File: src/rtl/pwm_pkg.sv
// Shared PWM definitions: duty thresholds, decoder states and switch codes.
// Used by both the RGB PWM generator and the receive-side duty decoder.
package pwm_pkg;

    localparam int PWM_RESOLUTION = 4;

    function automatic int dt_50(input int res);
        return 1 << (res - 1);
    endfunction

    function automatic int dt_25(input int res);
        return 1 << (res - 2);
    endfunction

    function automatic int dt_12_5(input int res);
        return 1 << (res - 3);
    endfunction

    localparam int DT_50   = dt_50(PWM_RESOLUTION);
    localparam int DT_25   = dt_25(PWM_RESOLUTION);
    localparam int DT_12_5 = dt_12_5(PWM_RESOLUTION);

    typedef enum logic [1:0] {
        SEEK,
        HIGH,
        LOW
    } pwm_dec_state_t;

    typedef logic [1:0] pwm_sw_t;

    localparam pwm_sw_t SW_0    = 2'b00;
    localparam pwm_sw_t SW_12_5 = 2'b01;
    localparam pwm_sw_t SW_25   = 2'b10;
    localparam pwm_sw_t SW_50   = 2'b11;

endpackage

File: src/rtl/pwm_edge_sync.sv
// Two-flop synchronizer for the PWM line plus tick-gated edge detection.
// rise/fall only ever assert on a clock_enable tick.
module pwm_edge_sync (
    input  logic clock,
    input  logic reset,
    input  logic clock_enable,
    input  logic pwm_in,
    output logic level,
    output logic rise,
    output logic fall
);

    logic sync_q1;
    logic sync_q2;
    logic prev_level;

    always_ff @(posedge clock) begin
        if (!reset) begin
            sync_q1    <= 1'b0;
            sync_q2    <= 1'b0;
            prev_level <= 1'b0;
        end else begin
            sync_q1 <= pwm_in;
            sync_q2 <= sync_q1;
            if (clock_enable) begin
                prev_level <= sync_q2;
            end
        end
    end

    assign level = sync_q2;
    assign rise  = clock_enable & sync_q2 & ~prev_level;
    assign fall  = clock_enable & ~sync_q2 & prev_level;

endmodule

File: src/rtl/pwm_duty_decoder.sv
// Measures high time and period of each PWM frame, decodes the duty code
// and flags malformed frames and stuck-high / stuck-low lines.
module pwm_duty_decoder
    import pwm_pkg::*;
#(
    parameter int RESOLUTION = 4
) (
    input  logic                  clock,
    input  logic                  reset,
    input  logic                  clock_enable,
    input  logic                  pwm_in,
    output logic [RESOLUTION:0]   duty_cnt,
    output pwm_sw_t               sw_code,
    output logic                  valid,
    output logic                  mismatch,
    output logic                  stuck_high
);

    localparam int CW = RESOLUTION + 1;

    localparam logic [CW-1:0] PERIOD = CW'(1 << RESOLUTION);
    localparam logic [CW-1:0] ONE    = CW'(1);
    localparam logic [CW-1:0] D50    = CW'(dt_50(RESOLUTION));
    localparam logic [CW-1:0] D25    = CW'(dt_25(RESOLUTION));
    localparam logic [CW-1:0] D12    = CW'(dt_12_5(RESOLUTION));

    function automatic logic [CW-1:0] sat_inc(input logic [CW-1:0] v);
        return (&v) ? v : v + ONE;
    endfunction

    logic level;
    logic rise;
    logic fall;

    pwm_edge_sync u_edge_sync (
        .clock        (clock),
        .reset        (reset),
        .clock_enable (clock_enable),
        .pwm_in       (pwm_in),
        .level        (level),
        .rise         (rise),
        .fall         (fall)
    );

    pwm_dec_state_t state;
    pwm_dec_state_t state_n;
    logic [CW-1:0]  hi_cnt;
    logic [CW-1:0]  hi_n;
    logic [CW-1:0]  lo_cnt;
    logic [CW-1:0]  lo_n;
    logic [CW-1:0]  run_cnt;
    logic [CW-1:0]  run_n;
    logic           pub_frame;
    logic           pub_low;
    logic           set_stuck;
    pwm_sw_t        sw_n;
    logic           legal;
    logic [CW:0]    frame_len;
    logic           mismatch_n;

    always_comb begin
        state_n   = state;
        hi_n      = hi_cnt;
        lo_n      = lo_cnt;
        run_n     = run_cnt;
        pub_frame = 1'b0;
        pub_low   = 1'b0;
        set_stuck = 1'b0;
        if (clock_enable) begin
            run_n = (rise | fall) ? ONE : sat_inc(run_cnt);
            unique case (state)
                SEEK: begin
                    if (rise) begin
                        hi_n    = ONE;
                        lo_n    = '0;
                        state_n = HIGH;
                    end
                end
                HIGH: begin
                    if (fall) begin
                        lo_n    = ONE;
                        state_n = LOW;
                    end else begin
                        hi_n = sat_inc(hi_cnt);
                    end
                end
                LOW: begin
                    if (rise) begin
                        pub_frame = 1'b1;
                        hi_n      = ONE;
                        lo_n      = '0;
                        state_n   = HIGH;
                    end else begin
                        lo_n = sat_inc(lo_cnt);
                    end
                end
                default: state_n = SEEK;
            endcase
            // Run length hits exactly one period: restart low runs so they repeat.
            if (!level && !rise && run_n == PERIOD) begin
                pub_low = 1'b1;
                state_n = SEEK;
                run_n   = '0;
            end else if (level && run_n == PERIOD) begin
                set_stuck = 1'b1;
                state_n   = SEEK;
            end
        end
    end

    always_comb begin
        sw_n  = SW_0;
        legal = 1'b1;
        unique case (1'b1)
            (hi_cnt == D12): sw_n = SW_12_5;
            (hi_cnt == D25): sw_n = SW_25;
            (hi_cnt == D50): sw_n = SW_50;
            default:         legal = 1'b0;
        endcase
        frame_len  = {1'b0, hi_cnt} + {1'b0, lo_cnt};
        mismatch_n = (frame_len != {1'b0, PERIOD}) | ~legal;
    end

    always_ff @(posedge clock) begin
        if (!reset) begin
            state      <= SEEK;
            hi_cnt     <= '0;
            lo_cnt     <= '0;
            run_cnt    <= '0;
            duty_cnt   <= '0;
            sw_code    <= SW_0;
            valid      <= 1'b0;
            mismatch   <= 1'b0;
            stuck_high <= 1'b0;
        end else begin
            state   <= state_n;
            hi_cnt  <= hi_n;
            lo_cnt  <= lo_n;
            run_cnt <= run_n;
            valid   <= pub_frame | pub_low;
            if (pub_frame) begin
                duty_cnt   <= hi_cnt;
                sw_code    <= sw_n;
                mismatch   <= mismatch_n;
                stuck_high <= 1'b0;
            end else if (pub_low) begin
                duty_cnt   <= '0;
                sw_code    <= SW_0;
                mismatch   <= 1'b0;
                stuck_high <= 1'b0;
            end else if (set_stuck) begin
                stuck_high <= 1'b1;
            end
        end
    end

endmodule
File: config.mk
export PLATFORM = sky130hd
export DESIGN_NAME = pwm_duty_decoder
export DESIGN_NICKNAME = d
export VERILOG_FILES = /design/src/rtl/pwm_pkg.sv /design/src/rtl/pwm_edge_sync.sv /design/src/rtl/pwm_duty_decoder.sv
export SDC_FILE = /design/constraint.sdc
export NUM_CORES = 1
export LEC_CHECK = 0
export CAP_MARGIN = 25
export CORE_MARGIN = 5
export CORE_UTILIZATION = 50
export CTS_BUF_LIST = sky130_fd_sc_hd__clkbuf_4
export CTS_CLUSTER_SIZE = 24
export DETAILED_ROUTE_END_ITERATION = 16
export GPL_TIMING_DRIVEN = 0
export PLACE_DENSITY_LB_ADDON = 0.15
export SLEW_MARGIN = 20
export SYNTH_ARGS = -nofsm -noshare
export SYNTH_HDL_FRONTEND = slang
export SYNTH_SLANG_ARGS = --single-unit
File: constraint.sdc
create_clock -name clock -period 1.95 [get_ports clock]
set_input_delay 0.2925 -clock clock [delete_from_list [all_inputs] [get_ports clock]]
set_output_delay 0.2925 -clock clock [all_outputs]
set_load 0.01 [all_outputs]
Word level (Yosys, flattened, before mapping)
Cells that the tools add are included.
{"block": "word_totals", "regBits": 30, "inputBits": 4, "output_inout_bits": 10, "word_cells": 93}
{"block": "op_classes", "addsub": 4, "n_eq_ne": 15, "mux": 33, "n_bitwise": 11, "reduce_logical": 18}
{"op": "2-to-1 mux 5 bit", "count": 12}
{"op": "AND reduction 5 bit", "count": 5}
{"op": "adder 5 x 1 -> 5 bit (second input constant)", "count": 3}
{"op": "one-hot mux 5 bit (3 select lines)", "count": 1}
{"op": "2-to-1 mux 2 bit", "count": 6}
{"op": "2-to-1 mux 1 bit", "count": 11}
{"op": "one-hot mux 5 bit (2 select lines)", "count": 1}
{"op": "!= test 2 bit (second input constant)", "count": 4}
{"op": "adder 5 x 5 -> 6 bit", "count": 1}
{"op": "!= test 6 x 5 -> 1 bit (second input constant)", "count": 1}
{"op": "one-hot mux 2 bit (3 select lines)", "count": 1}
{"op": "OR reduction 3 bit", "count": 2}
{"op": "equality test 5 x 2 -> 1 bit (second input constant)", "count": 1}
{"op": "equality test 5 x 3 -> 1 bit (second input constant)", "count": 1}
{"op": "equality test 5 x 4 -> 1 bit (second input constant)", "count": 1}
{"op": "equality test 5 bit (second input constant)", "count": 1}
{"op": "AND 1 bit", "count": 4}
{"op": "!= test 4 x 1 -> 1 bit (second input constant)", "count": 1}
{"op": "!= test 4 bit (second input constant)", "count": 1}
{"op": "NOT 1 bit", "count": 4}
{"op": "one-hot mux 2 bit (2 select lines)", "count": 1}
{"op": "nonzero test 2 bit", "count": 2}
{"op": "logical AND 1 bit", "count": 3}
{"op": "!= test 3 bit (second input constant)", "count": 1}
{"op": "9 further kinds", "count": 12}

Depth between registers and ports, before layout
{"block": "logic_depth", "word_depth": 11, "depth_mapped": 7, "depth_no_buf": 7}

By module
A second synthesis with hierarchy kept.
{"block": "unflattened", "cells_unflattened": 223, "area_unflattened_um2": 1898.1}
{"mod": "pwm_duty_decoder", "n_inst": 1, "cells_per_inst": 213, "area_per_inst_um2": 1794.2, "seq_area_each_um2": 540.5}
{"mod": "pwm_edge_sync", "n_inst": 1, "cells_per_inst": 10, "area_per_inst_um2": 103.8, "seq_area_each_um2": 60.1}

Least setup slack after synthesis
OpenSTA, ideal clock, no wires.
{"block": "synth_path", "path_kind": "register -> register", "from": "reg lo_cnt[1]", "to": "reg lo_cnt[3]", "setup_ns": 0.070, "arrival_time_ns": 1.900, "required_time_ns": 1.880, "slack_ns": -0.020, "stages_incl_launch_ff": 8, "n_path_buf": 0, "period_less_slack_ns": 1.970, "cell_sequence": "dfxtp_1 > ha_1 > and3_1 > ha_1 > a221oi_2 > o21ai_2 > or4_1 > a21oi_1"}
{"block": "synth_between", "elab_chain_len": 4, "word_cells_on_any_way": 7, "classes_between": "add/sub (1); eq/ne (1); mux (3); reduce/logical (2)"}
{"item": "start: declaration", "line_no": "pwm_duty_decoder.sv:49", "source": "logic [CW-1:0] lo_cnt;"}
{"item": "start signal: assignment", "line_no": "pwm_duty_decoder.sv:138", "source": "lo_cnt <= lo_n;"}
{"item": "adder 5 x 1 -> 5 bit", "line_no": "pwm_duty_decoder.sv:28", "source": "return (&v) ? v : v + ONE;"}
{"item": "2-to-1 mux 5 bit", "line_no": "pwm_duty_decoder.sv:28"}
{"item": "2-to-1 mux 5 bit", "line_no": "pwm_duty_decoder.sv:88", "source": "if (rise) begin"}
{"item": "one-hot mux 5 bit (3 select lines)", "line_no": "pwm_duty_decoder.sv:71", "source": "unique case (state)"}
Parallel ways exist; a longest one is shown, timed or not. The select of a mux whose other input is x is not followed.
A chain may end at the register's enable or synchronous reset.

Worst setup path in the final report
{"block": "layout_path", "from": "reg lo_cnt[0]", "to": "reg lo_cnt[2]"}
The elaborated chain is that of the path after synthesis.

==> results.py <==
metrics = {
    "placement": {
        "gp_congestion": 0.919,
        "port_buffers": 13,
        "dp_hpwl_um": 2890,
        "place_ws_ns": -0.210,
        "placed_area_mm2": 0.00207,
    },
    "die": {
        "fp.dieH_um": 71.2,
        "die_w_um": 71.2,
        "core_area_mm2": 0.00363,
        "rows": 22,
        "io_pins": 14,
        "dieArea_mm2": 0.00507,
        "initial_core_util": 0.515,
    },
    "route": {
        "wl_met2_um": 1910,
        "wl_met3_um": 111,
        "drt_first_pass_iters": 4,
        "drtAntennaViolNets": 0,
        "wl_um": 4130,
        "met1_length_um": 2060,
        "wire_per_inst_um": 14.2,
        "drc": 0,
        "drtIter0Drc": 69,
        "avgViaCountPerCell": 5.65,
        "vias": 1645,
        "top_layer_used": "met4",
    },
    "worst_hold_path": {
        "hp-class": "flop to flop",
        "hold_end": "u_edge_sync.level$_SDFF_PN0_",
        "min-delay-start": "u_edge_sync.sync_q1$_SDFF_PN0_",
        "hold-path-cell-count": 1,
    },
    "yosys": {
        "syn_avg_cell_area_um2": 8.63,
        "syn_inst": 217,
        "synthFlopType": "dfxtp_1",
        "async_flop_share": 0,
        "syn_area_mm2": 0.00187,
        "yosysSeqAreaShare": 0.321,
        "synth_nets": 239,
        "ys_ff_latch": 30,
        "synth_edf_count": 0,
        "ys_types": 53,
        "ys.warnings.count": 0,
    },
    "power_and_ir_drop": {
        "p_leak_nw": 0.886,
        "peakVddDrop_mv": 0.336,
        "p_per_area_mw_per_mm2": 480,
    },
    "run_status": {
        "outcome": "completed",
    },
    "clock_tree": {
        "htreeDepth": 2,
        "numClockSinks": 30,
        "clk_pin_slew_worst_paths_ns": 0.09,
        "clk_latency_ns": 0.33,
        "ctsHoldBuffers": 0,
        "cts_buffers": 5,
        "ctsRootBufferMaster": "clkbuf_4",
        "ctsLongestPathBuffers": 2,
        "cts_tree": "built",
    },
    "timing": {
        "hold_slack_ns": 0.440,
        "hold_viol_final": 0,
        "clock.fmax_ghz": 0.513,
        "setup_ws_ns": 0.000591,
        "worstMarginPinSlew_ns": 0.565,
        "finalClockSkew_ns": 0.00445,
        "period_needed_ns": 1.95,
        "maxSlewHeadroom": 0.623,
        "slew_violations": 0,
        "finalSetupViolCount": 0,
        "post-route-period-util": 1.00,
        "grt_setup_unrepaired": "yes",
    },
    "finish": {
        "nets": 264,
        "areaGrowthSynthToFinish_pct": 21.8,
        "fin_area_mm2": 0.00228,
        "fill_cells": 331,
        "multi_input_area_mm2": 0.00128,
        "drive_gt1_frac": 0.210,
        "seqCellArea_um2": 621,
        "antenna_cells": 0,
    },
    "worst_setup_path": {
        "cp_slowest_cell": "or4_4",
        "worstPathCellList": "ha_4 > and3_4 > ha_4 > a221oi_4 > o21ai_4 > or4_4 > a21oi_2",
        "path_max_fanout": 6,
        "path_delay_family": "simple AND/OR/NAND/NOR gates",
        "path_class": "flop to flop",
        "rrSetupSlack_ns": 0.0006,
        "r2r_start": "lo_cnt[0]$_SDFFE_PN0P_",
        "cp-start-kind": "flop",
        "rr_worst_depth": 7,
        "critPathArrivalTime_ns": 2.21,
        "cp_common_cell": "ha_4",
        "critPathRequiredTime_ns": 2.22,
        "cpPeakStageDelay_ns": 0.49,
        "crit_buf_inv": 0,
        "r2r_end": "lo_cnt[2]$_SDFFE_PN0P_",
        "crit_path_end_kind": "flop",
    },
    "grt": {
        "grt_max_degree": 11,
        "grt.total_usage": 0.177,
        "grt_overflow": 0,
        "grt_pass1_wl_um": 7310,
        "grt_pass1_vias": 1579,
        "grt_antenna_before_repair": 0,
    },
    "run": {
        "maxCapViolCount": 0,
    },
}
## sequential cells by signal, indices dropped and copies added (netlist names)
| register | flops |
|---|---|
| valid | 1 |
| u_edge_sync.level | 1 |
| run_cnt | 5 |
| sw_code | 2 |
| u_edge_sync.sync_q1 | 1 |
| mismatch | 1 |
| stuck_high | 1 |
| lo_cnt | 5 |
| duty_cnt | 5 |
| state | 2 |
| hi_cnt | 5 |
| u_edge_sync.prev_level | 1 |
## synthesized netlist by cell type, types with 2 or more instances
cell type / n / area share
dfxtp_1: 30 / 0.32
o22ai_1: 5 / 0.017
nand3_1: 12 / 0.032
o21ai_0: 12 / 0.032
nor2_1: 14 / 0.028
nand2_1: 25 / 0.050
or2_2: 2 / 0.0067
nor3_1: 4 / 0.011
o2111ai_1: 2 / 0.0094
o211ai_1: 3 / 0.012
and2_1: 5 / 0.017
ha_1: 17 / 0.11
or3_1: 2 / 0.0067
inv_1: 12 / 0.024
clkbuf_1: 5 / 0.010
o21ai_2: 2 / 0.0094
a21o_1: 2 / 0.0080
and3_1: 4 / 0.013
mux2i_1: 8 / 0.043
xnor2_1: 2 / 0.0094
nor2b_1: 4 / 0.013
or4_1: 3 / 0.012
o221a_2: 2 / 0.012
a211oi_1: 2 / 0.0080
a21oi_1: 10 / 0.027
## timing repair
action | in CTS | in global routing
resized for setup | 12 | 20
pin swaps | 5 | 12
endpoints found under the setup margin | 22 | 14
setup buffers | 5 | 0
## per-layer routing
layer  track usage  vias to the layer above
li1              -                      835
met1         0.230                      780
met2         0.296                       24
met3        0.0426                        6
met4        0.0438                        0
met5             0                        -
## kinds of logic after synthesis
| kind of cell | Yosys count | share of synthesized area |
|---|---|---|
| mux | 8 | 0.0428 |
| xor+xnor | 3 | 0.0140 |
| fa+ha+maj | 18 | 0.124 |
| buf+inv | 21 | 0.0541 |
| flops | 30 | 0.321 |
| compound gates | 52 | 0.202 |
| simple gates | 85 | 0.242 |
## metrics by stage
| step | setup TNS, ns | total power, mW | cells | util |
|---|---|---|---|---|
| finish | 0 | 1.09 | 291 | 0.627 |
| floorplan | 0 | 0.722 | 217 | - |
| global route | -0.217 | 1.15 | 291 | 0.627 |
| global placement | -2.69 | 0.752 | 278 | 0.569 |
| CTS | -0.0516 | 1.10 | 291 | 0.607 |
| detailed placement | -3.22 | 0.753 | 278 | 0.569 |
## how the worst max path moves through the flow
| stage | to | cells after the start | from | slack (ns) |
|---|---|---|---|---|
| after CTS | lo_cnt[3]$_SDFFE_PN0P_ | 7 | lo_cnt[0]$_SDFFE_PN0P_ | -0.05 |
| after global routing | lo_cnt[2]$_SDFFE_PN0P_ | 7 | lo_cnt[1]$_SDFFE_PN0P_ | -0.08 |
| after detailed placement | duty_cnt[3]$_SDFFE_PN0P_ | 5 | run_cnt[0]$_SDFFE_PN0P_ | -0.21 |
| after global placement | sw_code[1]$_SDFFE_PN0P_ | 5 | run_cnt[0]$_SDFFE_PN0P_ | -0.18 |
| after floorplan | lo_cnt[2]$_SDFFE_PN0P_ | 7 | lo_cnt[1]$_SDFFE_PN0P_ | 0.007 |
| final | lo_cnt[2]$_SDFFE_PN0P_ | 7 | lo_cnt[0]$_SDFFE_PN0P_ | 0.0006 |
## final cells by class
class | count | share of cell area
buffer | 9 | 0.0247
inverter | 12 | 0.0198
sequential | 30 | 0.272
timing repair buffer | 18 | 0.0735
clock buffer | 5 | 0.0165
multi-input combinational | 166 | 0.562
clock inverter | 3 | 0.00494
tap | 48 | 0.0263
## cells in the final DEF (no fill, tap or decap), drive strengths merged, types with 2 or more instances in the layout
master,netlist,layout
a211oi,2,2
a21o,2,2
a21oi,10,10
a221oi,2,2
a31oi,2,2
and2,5,5
and3,4,4
buf,2,7
clkbuf,7,12
clkdlybuf4s50,0,13
clkinv,0,3
dfxtp,30,30
ha,17,17
inv,12,12
mux2i,8,8
nand2,25,25
nand3,12,12
nand4b,2,2
nor2,14,14
nor2b,4,4
nor3,4,4
o2111ai,2,2
o211ai,3,3
o21ai,15,15
o221a,2,2
o22ai,5,5
o41ai,2,2
or2,2,2
or3,2,2
or4,3,3
xnor2,2,2
## where the power goes
part	internal, mW	switching, mW	leakage [nW]
combinational	0.0531	0.0727	0.611
sequential	0.617	0.0126	0.247
clock	0.128	0.211	0.0277
No activity file was read; power rests on OpenSTA's default activity.
